--- src/rtl/lut_layer_scheduler_if.sv ---
// Stream, config and status bundle for the LogicNets layer scheduler.
// The master drives vectors and config; the slave is the scheduler.
interface lut_layer_scheduler_if #(
  parameter int NUM_NEURONS = 4,
  parameter int NUM_INPUTS  = 8,
  parameter int FANIN       = 3,
  parameter int IN_BITS     = 2,
  parameter int OUT_BITS    = 2
);
  localparam int LA_W   = FANIN * IN_BITS;
  localparam int NW     = $clog2(NUM_NEURONS);
  localparam int IDX_W  = $clog2(NUM_INPUTS);
  localparam int CFG_AW = NW + LA_W;
  localparam int CFG_DW = (OUT_BITS > IDX_W) ? OUT_BITS : IDX_W;

  logic                            in_valid;
  logic                            in_ready;
  logic [NUM_INPUTS*IN_BITS-1:0]   in_data;
  logic                            out_valid;
  logic                            out_ready;
  logic [NUM_NEURONS*OUT_BITS-1:0] out_data;
  logic                            cfg_we;
  logic                            cfg_sel;
  logic [CFG_AW-1:0]               cfg_addr;
  logic [CFG_DW-1:0]               cfg_data;
  logic                            cfg_err;
  logic                            busy;

  modport master (
    output in_valid, in_data, out_ready,
    output cfg_we, cfg_sel, cfg_addr, cfg_data,
    input  in_ready, out_valid, out_data,
    input  cfg_err, busy
  );

  modport slave (
    input  in_valid, in_data, out_ready,
    input  cfg_we, cfg_sel, cfg_addr, cfg_data,
    output in_ready, out_valid, out_data,
    output cfg_err, busy
  );
endinterface

--- src/rtl/lut_layer_scheduler.sv ---
// Time-multiplexed LogicNets layer: one shared truth-table memory read
// once per neuron, results assembled into the layer output vector.
module lut_layer_scheduler #(
  parameter int NUM_NEURONS = 4,
  parameter int NUM_INPUTS  = 8,
  parameter int FANIN       = 3,
  parameter int IN_BITS     = 2,
  parameter int OUT_BITS    = 2
) (
  input logic clk,
  input logic rst,
  lut_layer_scheduler_if.slave io
);
  localparam int LA_W    = FANIN * IN_BITS;
  localparam int NW      = $clog2(NUM_NEURONS);
  localparam int IDX_W   = $clog2(NUM_INPUTS);
  localparam int CFG_AW  = NW + LA_W;
  localparam int CFG_DW  = (OUT_BITS > IDX_W) ? OUT_BITS : IDX_W;
  localparam int TT_N    = NUM_NEURONS << LA_W;
  localparam int CONN_N  = NUM_NEURONS * FANIN;
  localparam int CONN_AW = $clog2(CONN_N);
  localparam int IN_W    = NUM_INPUTS * IN_BITS;
  localparam int OUT_W   = NUM_NEURONS * OUT_BITS;

  typedef enum logic [1:0] {
    IDLE,
    EVAL,
    DRAIN,
    DONE
  } state_e;

  state_e            state_q, state_d;
  logic [NW-1:0]     k_q, k_d;
  logic [IN_W-1:0]   in_reg_q, in_reg_d;
  logic [OUT_BITS-1:0] rd_q, rd_d;
  logic [OUT_W-1:0]  out_data_q, out_data_d;
  logic              out_valid_q, out_valid_d;
  logic              cfg_err_q, cfg_err_d;
  logic              busy_q, busy_d;

  logic [OUT_BITS-1:0] tt_mem [TT_N];
  logic [IDX_W-1:0]    conn_mem [CONN_N];

  logic [LA_W-1:0]   lut_addr;
  logic [IDX_W-1:0]  sel_idx;
  logic              idle;
  logic              in_fire;
  logic              out_fire;
  logic              conn_bad;
  logic              cfg_ok;
  logic              tt_we;
  logic              conn_we;
  logic              wr_en;
  logic [NW-1:0]     wr_slot;

  assign idle     = (state_q == IDLE);
  assign in_fire  = io.in_valid & io.in_ready;
  assign out_fire = out_valid_q & io.out_ready;

  // Connectivity writes must name a real neuron input and a real feature.
  assign conn_bad = (32'(io.cfg_addr) >= CONN_N)
                  | (32'(io.cfg_data) >= NUM_INPUTS);
  assign cfg_ok   = io.cfg_we & idle & rst
                  & ~(io.cfg_sel & conn_bad);
  assign tt_we    = cfg_ok & ~io.cfg_sel;
  assign conn_we  = cfg_ok & io.cfg_sel;

  always_comb begin
    cfg_err_d = io.cfg_we
              & (~idle | (io.cfg_sel & conn_bad));
  end

  always_comb begin
    lut_addr = '0;
    sel_idx  = '0;
    for (int j = 0; j < FANIN; j++) begin
      sel_idx = conn_mem[CONN_AW'(int'(k_q) * FANIN + j)];
      lut_addr[j*IN_BITS +: IN_BITS] =
        in_reg_q[int'(sel_idx)*IN_BITS +: IN_BITS];
    end
  end

  always_comb begin
    state_d  = state_q;
    k_d      = k_q;
    in_reg_d = in_reg_q;
    rd_d     = rd_q;
    wr_en    = 1'b0;
    wr_slot  = '0;
    unique case (state_q)
      IDLE: begin
        if (in_fire) begin
          in_reg_d = io.in_data;
          k_d      = '0;
          state_d  = EVAL;
        end
      end
      EVAL: begin
        rd_d    = tt_mem[{k_q, lut_addr}];
        wr_en   = (k_q != '0);
        wr_slot = k_q - NW'(1);
        k_d     = k_q + NW'(1);
        if (k_q == NW'(NUM_NEURONS - 1)) begin
          state_d = DRAIN;
        end
      end
      DRAIN: begin
        wr_en   = 1'b1;
        wr_slot = NW'(NUM_NEURONS - 1);
        state_d = DONE;
      end
      DONE: begin
        if (out_fire) begin
          state_d = IDLE;
        end
      end
      default: state_d = IDLE;
    endcase
  end

  always_comb begin
    out_data_d = out_data_q;
    for (int s = 0; s < NUM_NEURONS; s++) begin
      if (wr_en && (wr_slot == NW'(s))) begin
        out_data_d[s*OUT_BITS +: OUT_BITS] = rd_q;
      end
    end
    out_valid_d = (state_d == DONE);
    busy_d      = (state_d == EVAL) | (state_d == DRAIN);
  end

  always_ff @(posedge clk) begin
    if (!rst) begin
      state_q     <= IDLE;
      k_q         <= '0;
      in_reg_q    <= '0;
      rd_q        <= '0;
      out_data_q  <= '0;
      out_valid_q <= 1'b0;
      cfg_err_q   <= 1'b0;
      busy_q      <= 1'b0;
    end else begin
      state_q     <= state_d;
      k_q         <= k_d;
      in_reg_q    <= in_reg_d;
      rd_q        <= rd_d;
      out_data_q  <= out_data_d;
      out_valid_q <= out_valid_d;
      cfg_err_q   <= cfg_err_d;
      busy_q      <= busy_d;
    end
  end

  // Config memories survive reset so a mid-run reset needs no reload.
  always_ff @(posedge clk) begin
    if (tt_we) begin
      tt_mem[io.cfg_addr] <= io.cfg_data[OUT_BITS-1:0];
    end
    if (conn_we) begin
      conn_mem[CONN_AW'(io.cfg_addr)] <= io.cfg_data[IDX_W-1:0];
    end
  end

  assign io.in_ready  = idle & rst;
  assign io.out_valid = out_valid_q;
  assign io.out_data  = out_data_q;
  assign io.cfg_err   = cfg_err_q;
  assign io.busy      = busy_q;
endmodule
--- src/flat_wrapper.sv ---
// flat-port wrapper written by rule: the top's interface ports become plain ports
module lut_layer_scheduler_flat 
#(
  parameter int NUM_NEURONS = 4,
  parameter int NUM_INPUTS  = 8,
  parameter int FANIN       = 3,
  parameter int IN_BITS     = 2,
  parameter int OUT_BITS    = 2
)
  (clk, rst, io_in_valid, io_in_data, io_out_ready, io_cfg_we, io_cfg_sel, io_cfg_addr, io_cfg_data, io_in_ready, io_out_valid, io_out_data, io_cfg_err, io_busy);
  lut_layer_scheduler_if #(.NUM_NEURONS(NUM_NEURONS), .NUM_INPUTS(NUM_INPUTS), .FANIN(FANIN), .IN_BITS(IN_BITS), .OUT_BITS(OUT_BITS)) io_i ();
  input logic clk;
  input logic rst;
  input wire logic [$bits(io_i.in_valid)-1:0] io_in_valid;
  input wire logic [$bits(io_i.in_data)-1:0] io_in_data;
  input wire logic [$bits(io_i.out_ready)-1:0] io_out_ready;
  input wire logic [$bits(io_i.cfg_we)-1:0] io_cfg_we;
  input wire logic [$bits(io_i.cfg_sel)-1:0] io_cfg_sel;
  input wire logic [$bits(io_i.cfg_addr)-1:0] io_cfg_addr;
  input wire logic [$bits(io_i.cfg_data)-1:0] io_cfg_data;
  output wire logic [$bits(io_i.in_ready)-1:0] io_in_ready;
  output wire logic [$bits(io_i.out_valid)-1:0] io_out_valid;
  output wire logic [$bits(io_i.out_data)-1:0] io_out_data;
  output wire logic [$bits(io_i.cfg_err)-1:0] io_cfg_err;
  output wire logic [$bits(io_i.busy)-1:0] io_busy;
  assign io_i.in_valid = io_in_valid;
  assign io_i.in_data = io_in_data;
  assign io_i.out_ready = io_out_ready;
  assign io_i.cfg_we = io_cfg_we;
  assign io_i.cfg_sel = io_cfg_sel;
  assign io_i.cfg_addr = io_cfg_addr;
  assign io_i.cfg_data = io_cfg_data;
  assign io_in_ready = io_i.in_ready;
  assign io_out_valid = io_i.out_valid;
  assign io_out_data = io_i.out_data;
  assign io_cfg_err = io_i.cfg_err;
  assign io_busy = io_i.busy;
  lut_layer_scheduler #(.NUM_NEURONS(NUM_NEURONS), .NUM_INPUTS(NUM_INPUTS), .FANIN(FANIN), .IN_BITS(IN_BITS), .OUT_BITS(OUT_BITS)) u_core (.clk(clk), .rst(rst), .io(io_i));
endmodule
--- config.mk ---
export PLATFORM = sky130hd
export DESIGN_NAME = lut_layer_scheduler_flat
export DESIGN_NICKNAME = d
export VERILOG_FILES = /design/src/rtl/lut_layer_scheduler_if.sv /design/src/rtl/lut_layer_scheduler.sv /design/src/flat_wrapper.sv
export SDC_FILE = /design/constraint.sdc
export NUM_CORES = 1
export LEC_CHECK = 0
export BUFFER_PORTS_ARGS = -buffer_cell sky130_fd_sc_hd__buf_2
export CELL_PAD_IN_SITES_DETAIL_PLACEMENT = 0
export CELL_PAD_IN_SITES_GLOBAL_PLACEMENT = 1
export CORE_ASPECT_RATIO = 1.4
export CORE_MARGIN = 4
export CORE_UTILIZATION = 45
export CTS_CLUSTER_DIAMETER = 80
export CTS_CLUSTER_SIZE = 24
export DETAILED_ROUTE_END_ITERATION = 12
export GPL_TIMING_DRIVEN = 0
export MAX_ROUTING_LAYER = met4
export PLACE_DENSITY_LB_ADDON = 0.1
export SETUP_SLACK_MARGIN = 0.4
export SLEW_MARGIN = 0
export SYNTH_ARGS = -nofsm -noshare
export SYNTH_HDL_FRONTEND = slang
export SYNTH_SLANG_ARGS = --single-unit
--- constraint.sdc ---
create_clock -name clk -period 15.1 [get_ports clk]
set_input_delay 3.02 -clock clk [delete_from_list [all_inputs] [get_ports clk]]
set_output_delay 3.02 -clock clk [all_outputs]
set_load 0.02 [all_outputs]
==> flow_summary_export.csv, run 1 <==
group,metric,value,unit
logic_synthesis,synthArstFlopShare,0,%
pwr,p_leak,9.341,nW
pwr,power.ir.vdd_worst,0.00006469,V
die,die_h,290.5,um
worst_setup_path,worstPathArrival,10010,ps
global_route,grt.overflow.total,0,
logic_synthesis,synth_fa_ha_area_share,0.5366,%
die,floorplan.initialDensity,45.44,%
route,vias_per_cell,6.182,
clock_network,ctsResizeCount,0,
die,number_of_core_rows,103,
worst_setup_path,critical_path.max_stage_delay,1040,ps
clock_network,cts_inserted_buffers,34,
logic_synthesis,yosys.area_share.simple,12.14,%
hold_path,worstHoldPathType,"flop to flop",
logic_synthesis,synth.top_cell.area_share,64.16,%
logic_synthesis,syn_nets,2004,
sta,clock.fmax,0.1047,GHz
route,detailroute.via_count,17266,
sta,final.min_clock_period,9553,ps
worst_setup_path,cpLargestDelayFamily,"buffers and inverters",
final_layout,final_layout_size_suffix_gt1_share,9.874,%
pwr,power.total,3.382,mW
final_layout,final_common_cell,"sky130_fd_sc_hd__edfxtp_1",
logic_synthesis,ys_dominant_reg_cell,"sky130_fd_sc_hd__edfxtp_1",
global_route,grtUsageTotal,29.37,%
clock_network,cts.reportedPaths.clkPinSlew,90,ps
job,max_cap_viol_count,0,
global_route,grt_pass1_wl,124.5,mm
worst_setup_path,maximum_fanout_along_the_worst_path,12,
clock_network,tritoncts_num_sinks,581,
logic_synthesis,count_of_unique_library_cells_instantiated_by_yosys,63,
logic_synthesis,ys_seq_elements,581,
logic_synthesis,netlist_top_cells_area,"sky130_fd_sc_hd__edfxtp_1 (64%), sky130_fd_sc_hd__mux2i_1 (9.4%), sky130_fd_sc_hd__nor2_1 (4.7%), sky130_fd_sc_hd__nand2_1 (3.9%), sky130_fd_sc_hd__dfxtp_1 (2.6%)",
worst_setup_path,critPathLaunchType,"flop",
placement,placement.setup.worst_slack,5705,ps
sta,rsz_0062_raised_after_global_routing,"false",
worst_setup_path,worst-path-buf-inv,9,
logic_synthesis,synthesis.yosys.warnings,0,
die,num_io_pins,45,
sta,setup_viol,0,
logic_synthesis,synthesis.instances,1960,
final_layout,fill_cells,5015,
final_layout,final_nets,2085,
worst_setup_path,crit_required,15560,ps
clock_network,insertion_delay,580,ps
sta,finalSetupTns,0,ps
global_route,first_global_vias,16955,
placement,globalplace.congestion,0.9491,
die,core,56450,um^2
sta,worst_slack,5547,ps
final_layout,final_core_utilization,49.55,%
worst_setup_path,criticalPathCategory,"flop to flop",
route,wl_per_cell,31.95,um
route,drt-pass1-iter-count,6,
final_layout,synth_to_final_area_change,9.060,%
run_status,status,"completed",
die,die_width,209.8,um
global_route,maximum_number_of_pins_on_one_net_before_global_route_repair,164,
sta,timing.max_slew.rel_slack,1.488,%
route,antenna_left,0,
worst_setup_path,critical_path.slowest_cell,"sky130_fd_sc_hd__clkinv_1",
sta,holdWs,509.5,ps
worst_setup_path,worst_setup_path_end_kind,"flop",
clock_network,ctsRootBufferMaster,"sky130_fd_sc_hd__clkbuf_16",
sta,timing_hold_violations_final,0,
sta,tightest_slew,1471,ps
clock_network,clk_path_buf_depth,3,
logic_synthesis,netlist_area,25650,um^2
placement,place_hpwl,60.73,mm
logic_synthesis,synth_compound_area_share,5.879,%
route,wire_length_reported_by_the_detailed_router,89.24,mm
logic_synthesis,post_synth_xor_area_fraction,0.03415,%
logic_synthesis,seq_area_frac_synth,66.74,%
die,die-area,60930,um^2
sta,min_period_over_period,63.26,%
route,detailedRoute.firstIterationViolations,2028,
final_layout,commonest_cells_after_routing_fill_and_taps_aside,"sky130_fd_sc_hd__edfxtp_1 (548), sky130_fd_sc_hd__nor2_1 (317), sky130_fd_sc_hd__nand2_1 (267), sky130_fd_sc_hd__mux2i_1 (242), sky130_fd_sc_hd__buf_2 (79)",
logic_synthesis,synth-edff-count,548,
clock_network,postCtsSetupRepairBufs,0,
placement,place.port_buffers,42,
clock_network,cts.htree.levels,2,
worst_setup_path,cp_common_cell,"sky130_fd_sc_hd__buf_2",
logic_synthesis,synth.area.mux_share,12.08,%
logic_synthesis,synth_area_per_cell,13.09,um^2
clock_network,post_cts_hold_buffer_count,0,
worst_setup_path,path_cells,"buf_6, buf_8, buf_6, clkbuf_1, clkinv_1, ha_1, buf_4, nor2b_1, a22o_1, o31ai_1, nor4_1, nor4_4, buf_2, buf_2, buf_2, nand2_1, a31oi_1, o22ai_1, nor3_1, nor4_1, o31ai_1",
logic_synthesis,dominant_combinational_cell_family_by_area_after_synthesis,"simple AND/OR/NAND/NOR gates",
pwr,pwr_density_cell,120.9,nW/um^2
logic_synthesis,synth_top_area_cell,"sky130_fd_sc_hd__edfxtp_1",
sta,final_max_slew_viol_count,0,
global_route,grt_antenna_before_repair,3,
clock_network,cts_tree,"built",
route,drc_errors,0,
sta,fin_worst_skew,38.10,ps
[synthesized netlist by cell type, types with 6 or more instances]
master                      number
sky130_fd_sc_hd__nand4_1        11
sky130_fd_sc_hd__nand3_1        53
sky130_fd_sc_hd__buf_4          11
sky130_fd_sc_hd__mux4_2         17
sky130_fd_sc_hd__a31oi_1        19
sky130_fd_sc_hd__ha_1           11
sky130_fd_sc_hd__mux2_2         26
sky130_fd_sc_hd__dfxtp_1        33
sky130_fd_sc_hd__o21ai_0        23
sky130_fd_sc_hd__nor3_1         12
sky130_fd_sc_hd__inv_1          10
sky130_fd_sc_hd__a211oi_1       21
sky130_fd_sc_hd__a21oi_1        27
sky130_fd_sc_hd__buf_1           6
sky130_fd_sc_hd__buf_2          39
sky130_fd_sc_hd__nor2b_1         9
sky130_fd_sc_hd__nor4_1         13
sky130_fd_sc_hd__and2_1         25
sky130_fd_sc_hd__nand2_1       267
sky130_fd_sc_hd__clkbuf_1       64
sky130_fd_sc_hd__o2111ai_1       6
sky130_fd_sc_hd__o211ai_1        7
sky130_fd_sc_hd__mux2i_1       242
sky130_fd_sc_hd__nand2b_1       14
sky130_fd_sc_hd__o31ai_1         7
sky130_fd_sc_hd__a32oi_1        49
sky130_fd_sc_hd__edfxtp_1      548
sky130_fd_sc_hd__nor2_1        318
[area by class of cell]
cell class | count | area, um^2 | area share, %
Buffer | 127 | 616.8 | 2.205
Antenna cell | 2 | 5.005 | 0.01789
Inverter | 13 | 48.80 | 0.1745
Timing Repair Buffer | 45 | 300.3 | 1.074
Clock inverter | 11 | 138.9 | 0.4965
Sequential cell | 581 | 17120 | 61.19
Clock buffer | 40 | 957.2 | 3.422
Multi-Input combinational cell | 1239 | 7868 | 28.13
Tap cell | 735 | 919.6 | 3.288
[cell families after synthesis]
logic type                 Yosys count
AOI/OAI and AO/OA                  203
xor gates and xnor gates             1
adders and majority gates           11
buffers and inverters              140
DFF                                581
muxes                              285
and+or+nand+nor                    739
[flip-flops by register name (all words and copies together), names as in the netlist]
name,flops
u_core.tt_mem,512
u_core.conn_mem,36
u_core.in_reg_q,16
u_core.io.out_data,8
u_core.k_q,2
u_core.rd_q,2
u_core.state_q,2
u_core.io.busy,1
u_core.io.cfg_err,1
u_core.io.out_valid,1
[through the flow]
step / instance area [um^2] / cells
floorplan: 25650 / 1960
global placement: 26780 / 2737
detailed placement: 26870 / 2740
CTS: 27970 / 2791
global route: 27970 / 2793
finish: 27970 / 2793
[power by group]
group	total, mW	internal [mW]	switching (mW)
combinational	0.583	0.159	0.424
clock	1.03	0.471	0.556
sequential	1.77	1.76	0.00932
[path summary, 6_finish.rpt]
check                           slack, ps                     to             startpoint  cells past startpoint
worst max register to register       5550         u_core.rd_q[0]          u_core.k_q[0]                     21
worst min register to register        510  u_core.io.out_data[5]  u_core.io.out_data[5]                      2
worst min-delay path                  510  u_core.io.out_data[5]  u_core.io.out_data[5]                      2
worst max-delay path                 5550         u_core.rd_q[0]          u_core.k_q[0]                     21
[routing by layer]
metal | wire length, um | global-route usage (%)
met3 | 5972 | 3.704
met4 | 4553 | 12.29
met5 | 0 | -
met1 | 32920 | 35.23
met2 | 45790 | 50.24
[worst min-delay path, delay by kind of cell, from the launching register on]
family | cells | cell delay [ps]
AND/OR/NAND/NOR | 1 | 70
multiplexers | 1 | 70
flip-flops | 1 | 340
Note: power is estimated with default switching activity, not from simulation.
==> run 2, diff against run 1 <==
Clock period 15.1 ns to 9.05 ns, I/O delays scaled along.
==> run 2 against run 1 <==
  * Clock-buffer cell count unchanged
  * Register-to-register slack worse by 5000 ps
  * Clock power up 66%
  * Fmax up 12%
  * Global-route usage unchanged
  * Total power up 67%
  * Critical endpoint unchanged
  * Largest cell class unchanged
==> flow_summary_export.csv, run 2 (synthesis results as in run 1) <==
group,metric,value,unit
pwr,internal_power,3.993,mW
worst_setup_path,worstPathArrival,8960,ps
die,num_io_pins,45,
global_route,maximum_number_of_pins_on_one_net_before_global_route_repair,164,
final_layout,commonest_cells_after_routing_fill_and_taps_aside,"sky130_fd_sc_hd__edfxtp_1 (548), sky130_fd_sc_hd__nor2_1 (317), sky130_fd_sc_hd__nand2_1 (267), sky130_fd_sc_hd__mux2i_1 (242), sky130_fd_sc_hd__buf_2 (79)",
sta,timing.max_slew.rel_slack,4.326,%
pwr,combinationalPowerShare,17.2,%
worst_setup_path,crit_required,9490,ps
final_layout,largest_register_ffs,512,
sta,tightest_slew,1428,ps
clock_network,clk_path_buf_depth,3,
pwr,pwr_density_cell,201.6,nW/um^2
pwr,power.ir.vdd_worst,0.0001076,V
global_route,grt_pass1_wl,124.5,mm
sta,final.min_clock_period,8521,ps
sta,min_period_over_period,94.15,%
sta,finalSetupTns,0,ps
route,drc_errors,0,
die,die_h,290.5,um
die,number_of_core_rows,103,
sta,setup_viol,0,
placement,globalplace.congestion,0.9491,
worst_setup_path,critical_path.max_stage_delay,940,ps
route,antenna_left,0,
placement,place.port_buffers,42,
pwr,sequentialPowerShare,52.4,%
worst_setup_path,cp_common_cell,"sky130_fd_sc_hd__buf_2",
worst_setup_path,path_cells,"buf_6, buf_8, buf_6, clkbuf_2, clkinv_2, ha_1, buf_4, nor2b_1, a22o_1, o31ai_1, nor4_1, nor4_4, buf_2, buf_2, buf_2, nand2_1, a31oi_1, o22ai_1, nor3_1, nor4_1, o31ai_1",
final_layout,final_layout_size_suffix_gt1_share,9.971,%
final_layout,top_register,"u_core.tt_mem",
worst_setup_path,r2r.worst_path.cells,21,
pwr,switching_share_of_power,29.20,%
die,floorplan.initialDensity,45.44,%
job,max_cap_viol_count,0,
worst_setup_path,criticalPathCategory,"flop to flop",
final_layout,final_nets,2085,
route,detailroute.via_count,17228,
global_route,grtUsageTotal,29.37,%
worst_setup_path,critPathLaunchType,"flop",
clock_network,insertion_delay,580,ps
sta,final_max_slew_viol_count,0,
sta,rsz_0062_raised_after_global_routing,"false",
placement,place_hpwl,60.73,mm
pwr,p_switching,1.646,mW
final_layout,biggestRegsByFlops,"u_core.tt_mem (512), u_core.conn_mem (36), u_core.in_reg_q (16)",
pwr,p_leak,9.345,nW
clock_network,cts_tree,"built",
clock_network,tritoncts_num_sinks,581,
die,die-area,60930,um^2
final_layout,final_core_utilization,49.56,%
clock_network,cts.htree.levels,2,
hold_path,worst_hold_path_cell_count,2,
global_route,grt_antenna_before_repair,3,
worst_setup_path,maximum_fanout_along_the_worst_path,12,
sta,fin_worst_skew,37.94,ps
clock_network,cts_inserted_buffers,34,
pwr,power_frac_clock,30.4,%
final_layout,synth_to_final_area_change,9.069,%
die,core,56450,um^2
global_route,grt.overflow.total,0,
global_route,first_global_vias,16955,
route,vias_per_cell,6.168,
worst_setup_path,critical_path.slowest_cell,"sky130_fd_sc_hd__nor4_4",
sta,timing_hold_violations_final,0,
route,wire_length_reported_by_the_detailed_router,89.20,mm
final_layout,final_common_cell,"sky130_fd_sc_hd__edfxtp_1",
clock_network,post_cts_hold_buffer_count,0,
die,die_width,209.8,um
route,wl_per_cell,31.94,um
sta,clock.fmax,0.1174,GHz
worst_setup_path,worst_setup_path_end_kind,"flop",
clock_network,ctsRootBufferMaster,"sky130_fd_sc_hd__clkbuf_16",
clock_network,cts.reportedPaths.clkPinSlew,90,ps
route,drt-pass1-iter-count,7,
hold_path,worstHoldPathType,"flop to flop",
run_status,status,"completed",
route,detailedRoute.firstIterationViolations,2039,
==> run 2: final timing paths <==
path | from | endpoint | slack [ps]
worst max-delay path | u_core.k_q[0] | u_core.rd_q[0] | 530
worst min-delay path | u_core.io.out_data[5] | u_core.io.out_data[5] | 510
worst max register to register | u_core.k_q[0] | u_core.rd_q[0] | 530
worst min register to register | u_core.io.out_data[5] | u_core.io.out_data[5] | 510
==> run 2: power by group through the flow <==
stage	combinational (mW)	clock [mW]	sequential, mW
final	0.970	1.71	2.96
after global routing	0.992	1.83	2.96
after CTS	0.951	1.73	2.96
after detailed placement	0.948	0	3.02
after global placement	0.942	0	3.03
after floorplan	0.499	0	3.01
==> run 2: per-layer routing <==
metal / vias to the layer above / wire [um] / track usage [%] / part of all wire [%]
met5: - / 0 / - / 0
li1: 7440 / - / - / -
met1: 8730 / 32750 / 35.23 / 37
met4: 0 / 4751 / 12.29 / 5.3
met3: 201 / 6147 / 3.704 / 6.9
met2: 857 / 45550 / 50.24 / 51
==> run 2: cell type report <==
cell class                      instances  area [um^2]
Antenna cell                            2        5.005
Buffer                                127        618.1
Clock buffer                           40        957.2
Clock inverter                         11        138.9
Fill cell                            5013        28470
Inverter                               13        50.05
Multi-Input combinational cell       1239         7868
Sequential cell                       581        17120
Tap cell                              735        919.6
Timing Repair Buffer                   45        300.3
==> run 2: stage by stage <==
| stage | area, um^2 | setup slack (ps) | power (mW) | std cells | hold WS (ps) |
|---|---|---|---|---|---|
| 6_report | 27970 | 529.3 | 5.639 | 2793 | 509.5 |
| 5_1_grt | 27970 | 528.0 | 5.780 | 2793 | 532.7 |
| 4_1_cts | 27970 | 661.8 | 5.634 | 2791 | 517.5 |
| 3_5_place_dp | 26870 | -345.2 | 3.966 | 2740 | 495.5 |
| 3_3_place_gp | 26780 | -448.2 | 3.970 | 2737 | 487.4 |
| 2_1_floorplan | 25650 | 3811 | 3.509 | 1960 | 461.4 |
==> run 2: critical path, delay by kind of cell, from the launching register on <==
kind                       cells  cell delay (ps)
AOI/OAI and AO/OA              5             1800
and+or+nand+nor                6             1860
adders and majority gates      1              710
DFF                            1              590
buffers and inverters          9             3390
==> run 2: repair_timing <==
action,in CTS,in global routing
buffers inserted,0,0
resized for setup,2,0
endpoints found under the setup margin,2,0
==> run 3, diff against run 2 <==
Settings changed: PLACE_DENSITY set to 0.76, PLACE_DENSITY_LB_ADDON 0.1 to unset.
==> run 3 against run 2 <==
  * The flow now finishes with violations (capacitance limit, slew limit)
  * Design area down 0.90%
  * Global-route usage down 1.7 points
  * Total power decreased by 4.9%
  * Worst setup slack better by 300 ps
  * Clock-buffer cell count grew 1
  * Cell count decreased by 0.14%
  * First-iteration DRC count decreased by 2.4%
  * Die area did not move
  * Via count grew 0.89%
  * Sequential share of layout area rose by 0.56 points
==> flow_summary_export.csv, run 3 (synthesis results as in run 1) <==
group,metric,value,unit
pwr,power.ir.vdd_worst,0.0001151,V
final_layout,final-instance-count-excl-fill,2789,
route,wire_length_reported_by_the_detailed_router,84.67,mm
sta,timing_hold_violations_final,0,
placement,place_hpwl,58.21,mm
route,wl_per_cell,30.36,um
final_layout,biggestRegsByFlops,"u_core.tt_mem (512), u_core.conn_mem (36), u_core.in_reg_q (16)",
hold_path,hold_path_end,"u_core.io.out_data[0]",
worst_setup_path,worstPathArrival,8670,ps
global_route,maximum_number_of_pins_on_one_net_before_global_route_repair,173,
sta,min_period_over_period,90.79,%
final_layout,fill_cells,4984,
worst_setup_path,crit_required,9510,ps
placement,placed_cells_incl_taps,2740,
die,die-area,60930,um^2
hold_path,worstHoldPathType,"flop to flop",
final_layout,top_register,"u_core.tt_mem",
sta,rsz_0062_raised_after_global_routing,"false",
run_status,failing_checks,"capacitance limit, slew limit",
global_route,grt_antenna_before_repair,0,
worst_setup_path,reg2reg_from,"u_core.k_q[0]",
route,vias_per_cell,6.232,
sta,clock.fmax,0.1217,GHz
die,core,56450,um^2
global_route,first_global_vias,17291,
clock_network,cts.reportedPaths.clkPinSlew,90,ps
worst_setup_path,r2r.worst_path.cells,21,
final_layout,commonest_cells_after_routing_fill_and_taps_aside,"sky130_fd_sc_hd__edfxtp_1 (548), sky130_fd_sc_hd__nor2_1 (317), sky130_fd_sc_hd__nand2_1 (267), sky130_fd_sc_hd__mux2i_1 (242), sky130_fd_sc_hd__buf_2 (79)",
hold_path,worstHoldStart,"u_core.io.out_data[0]",
die,number_of_core_rows,103,
worst_setup_path,criticalPathCategory,"flop to flop",
final_layout,final_nets,2082,
placement,place.port_buffers,42,
clock_network,ctsRootBufferMaster,"sky130_fd_sc_hd__clkbuf_16",
sta,timing.max_slew.rel_slack,-4.830,%
sta,tightest_slew,1565,ps
sta,final_max_slew_viol_count,8,
route,detailedRoute.firstIterationViolations,1990,
worst_setup_path,critPathLaunchType,"flop",
clock_network,cts_inserted_buffers,29,
route,drt-pass1-iter-count,6,
die,floorplan.initialDensity,45.44,%
pwr,power.total,5.362,mW
worst_setup_path,worst_setup_path_end_kind,"flop",
final_layout,final_common_cell,"sky130_fd_sc_hd__edfxtp_1",
die,num_io_pins,45,
route,detailroute.via_count,17382,
clock_network,tritoncts_num_sinks,581,
global_route,grt.overflow.total,0,
clock_network,post_cts_hold_buffer_count,0,
global_route,grt_pass1_wl,119.2,mm
placement,placement.setup.worst_slack,72.86,ps
final_layout,synth_to_final_area_change,8.089,%
job,max_cap_viol_count,1,
worst_setup_path,maximum_fanout_along_the_worst_path,12,
sta,fin_worst_skew,20.23,ps
sta,worst_slack,833.1,ps
clock_network,cts.htree.levels,1,
pwr,p_leak,9.214,nW
worst_setup_path,r2r-end,"u_core.rd_q[0]",
hold_path,worst_hold_path_cell_count,2,
clock_network,insertion_delay,610,ps
final_layout,largest_register_ffs,512,
clock_network,cts_tree,"built",
global_route,grtUsageTotal,27.70,%
placement,globalplace.congestion,0.9556,
sta,final.min_clock_period,8217,ps
run_status,status,"complete, but fails checks",
die,die_h,290.5,um
sta,setup_viol,0,
route,antenna_left,0,
pwr,pwr_density_cell,193.4,nW/um^2
clock_network,clk_path_buf_depth,3,
worst_setup_path,ff2ff_setup_slack,830,ps
die,die_width,209.8,um
route,drc_errors,0,
final_layout,final_layout_size_suffix_gt1_share,9.215,%
[run 3: cell types whose count changed in the layout (fill, tap and decap cells not counted), sizes merged]
cell    previous run  this run
clkinv             8         3
inv               15        12
buf              107       109
clkbuf           105       106
diode              2         3
[run 3: report_power, final]
part / internal, mW / total (mW) / switching (mW)
logic: 0.269 / 0.953 / 0.685
registers: 2.94 / 2.96 / 0.0143
clock network: 0.605 / 1.45 / 0.847
[run 3: area by class of cell]
class	count	area [um^2]	area share (%)
Timing Repair Buffer	47	324.1	1.169
Clock buffer	41	770.7	2.780
Tap cell	735	919.6	3.317
Multi-Input combinational cell	1239	7868	28.38
Antenna cell	3	7.507	0.02708
Buffer	127	618.1	2.230
Inverter	13	50.05	0.1805
Clock inverter	3	47.55	0.1715
Sequential cell	581	17120	61.74
[run 3: routing by layer]
metal  track usage [%]  vias to the layer above  routed length (um)
li1                  -                     7416                   -
met1             31.54                     8742               29000
met2             47.00                      964               42490
met3             3.909                      260                7177
met4             15.45                        0                6000
met5                 -                        -                   0
[run 3: what timing repair did]
| item | CTS | global route |
|---|---|---|
| endpoints found under the setup margin | 2 | 2 |
| setup buffers | 0 | 2 |
| resized for setup | 1 | 3 |
| pin swaps | 0 | 1 |
[run 3: critical path, stage by stage (launching register included)]
cell,delay [ps]
sky130_fd_sc_hd__dfxtp_1,570
sky130_fd_sc_hd__buf_6,210
sky130_fd_sc_hd__buf_8,160
sky130_fd_sc_hd__buf_6,180
sky130_fd_sc_hd__clkbuf_2,430
sky130_fd_sc_hd__clkinv_2,470
sky130_fd_sc_hd__ha_1,700
sky130_fd_sc_hd__buf_4,270
sky130_fd_sc_hd__nor2b_1,90
sky130_fd_sc_hd__a22o_1,240
sky130_fd_sc_hd__o31ai_1,600
sky130_fd_sc_hd__o2111ai_1,250
sky130_fd_sc_hd__nand4_2,290
sky130_fd_sc_hd__buf_2,450
sky130_fd_sc_hd__buf_4,350
sky130_fd_sc_hd__buf_2,540
sky130_fd_sc_hd__buf_2,480
sky130_fd_sc_hd__a31oi_1,280
sky130_fd_sc_hd__a221oi_1,540
sky130_fd_sc_hd__o32ai_1,180
sky130_fd_sc_hd__nor4_1,470
sky130_fd_sc_hd__o31ai_1,240
[run 3: worst max-delay path by stage]
stage,start,endpoint,slack (ps),cells after the start
3_3_place_gp,u_core.k_q[0],u_core.rd_q[0],-6,16
4_1_cts,u_core.k_q[0],u_core.rd_q[1],460,21
3_5_place_dp,u_core.k_q[0],u_core.rd_q[1],70,22
6_report,u_core.k_q[0],u_core.rd_q[0],830,21
2_1_floorplan,u_core.k_q[0],u_core.rd_q[0],3810,19
5_1_grt,u_core.k_q[0],u_core.rd_q[0],850,21
[run 3: metrics by stage]
step                util, %  hold slack, ps  setup TNS (ps)  instance area [um^2]
finish                49.11           498.5               0                 27720
global route          49.10           535.2               0                 27710
CTS                   49.05           506.0               0                 27690
detailed placement    47.60           484.0               0                 26870
global placement      47.44           478.9          -5.844                 26780
floorplan                 -           461.4               0                 25650
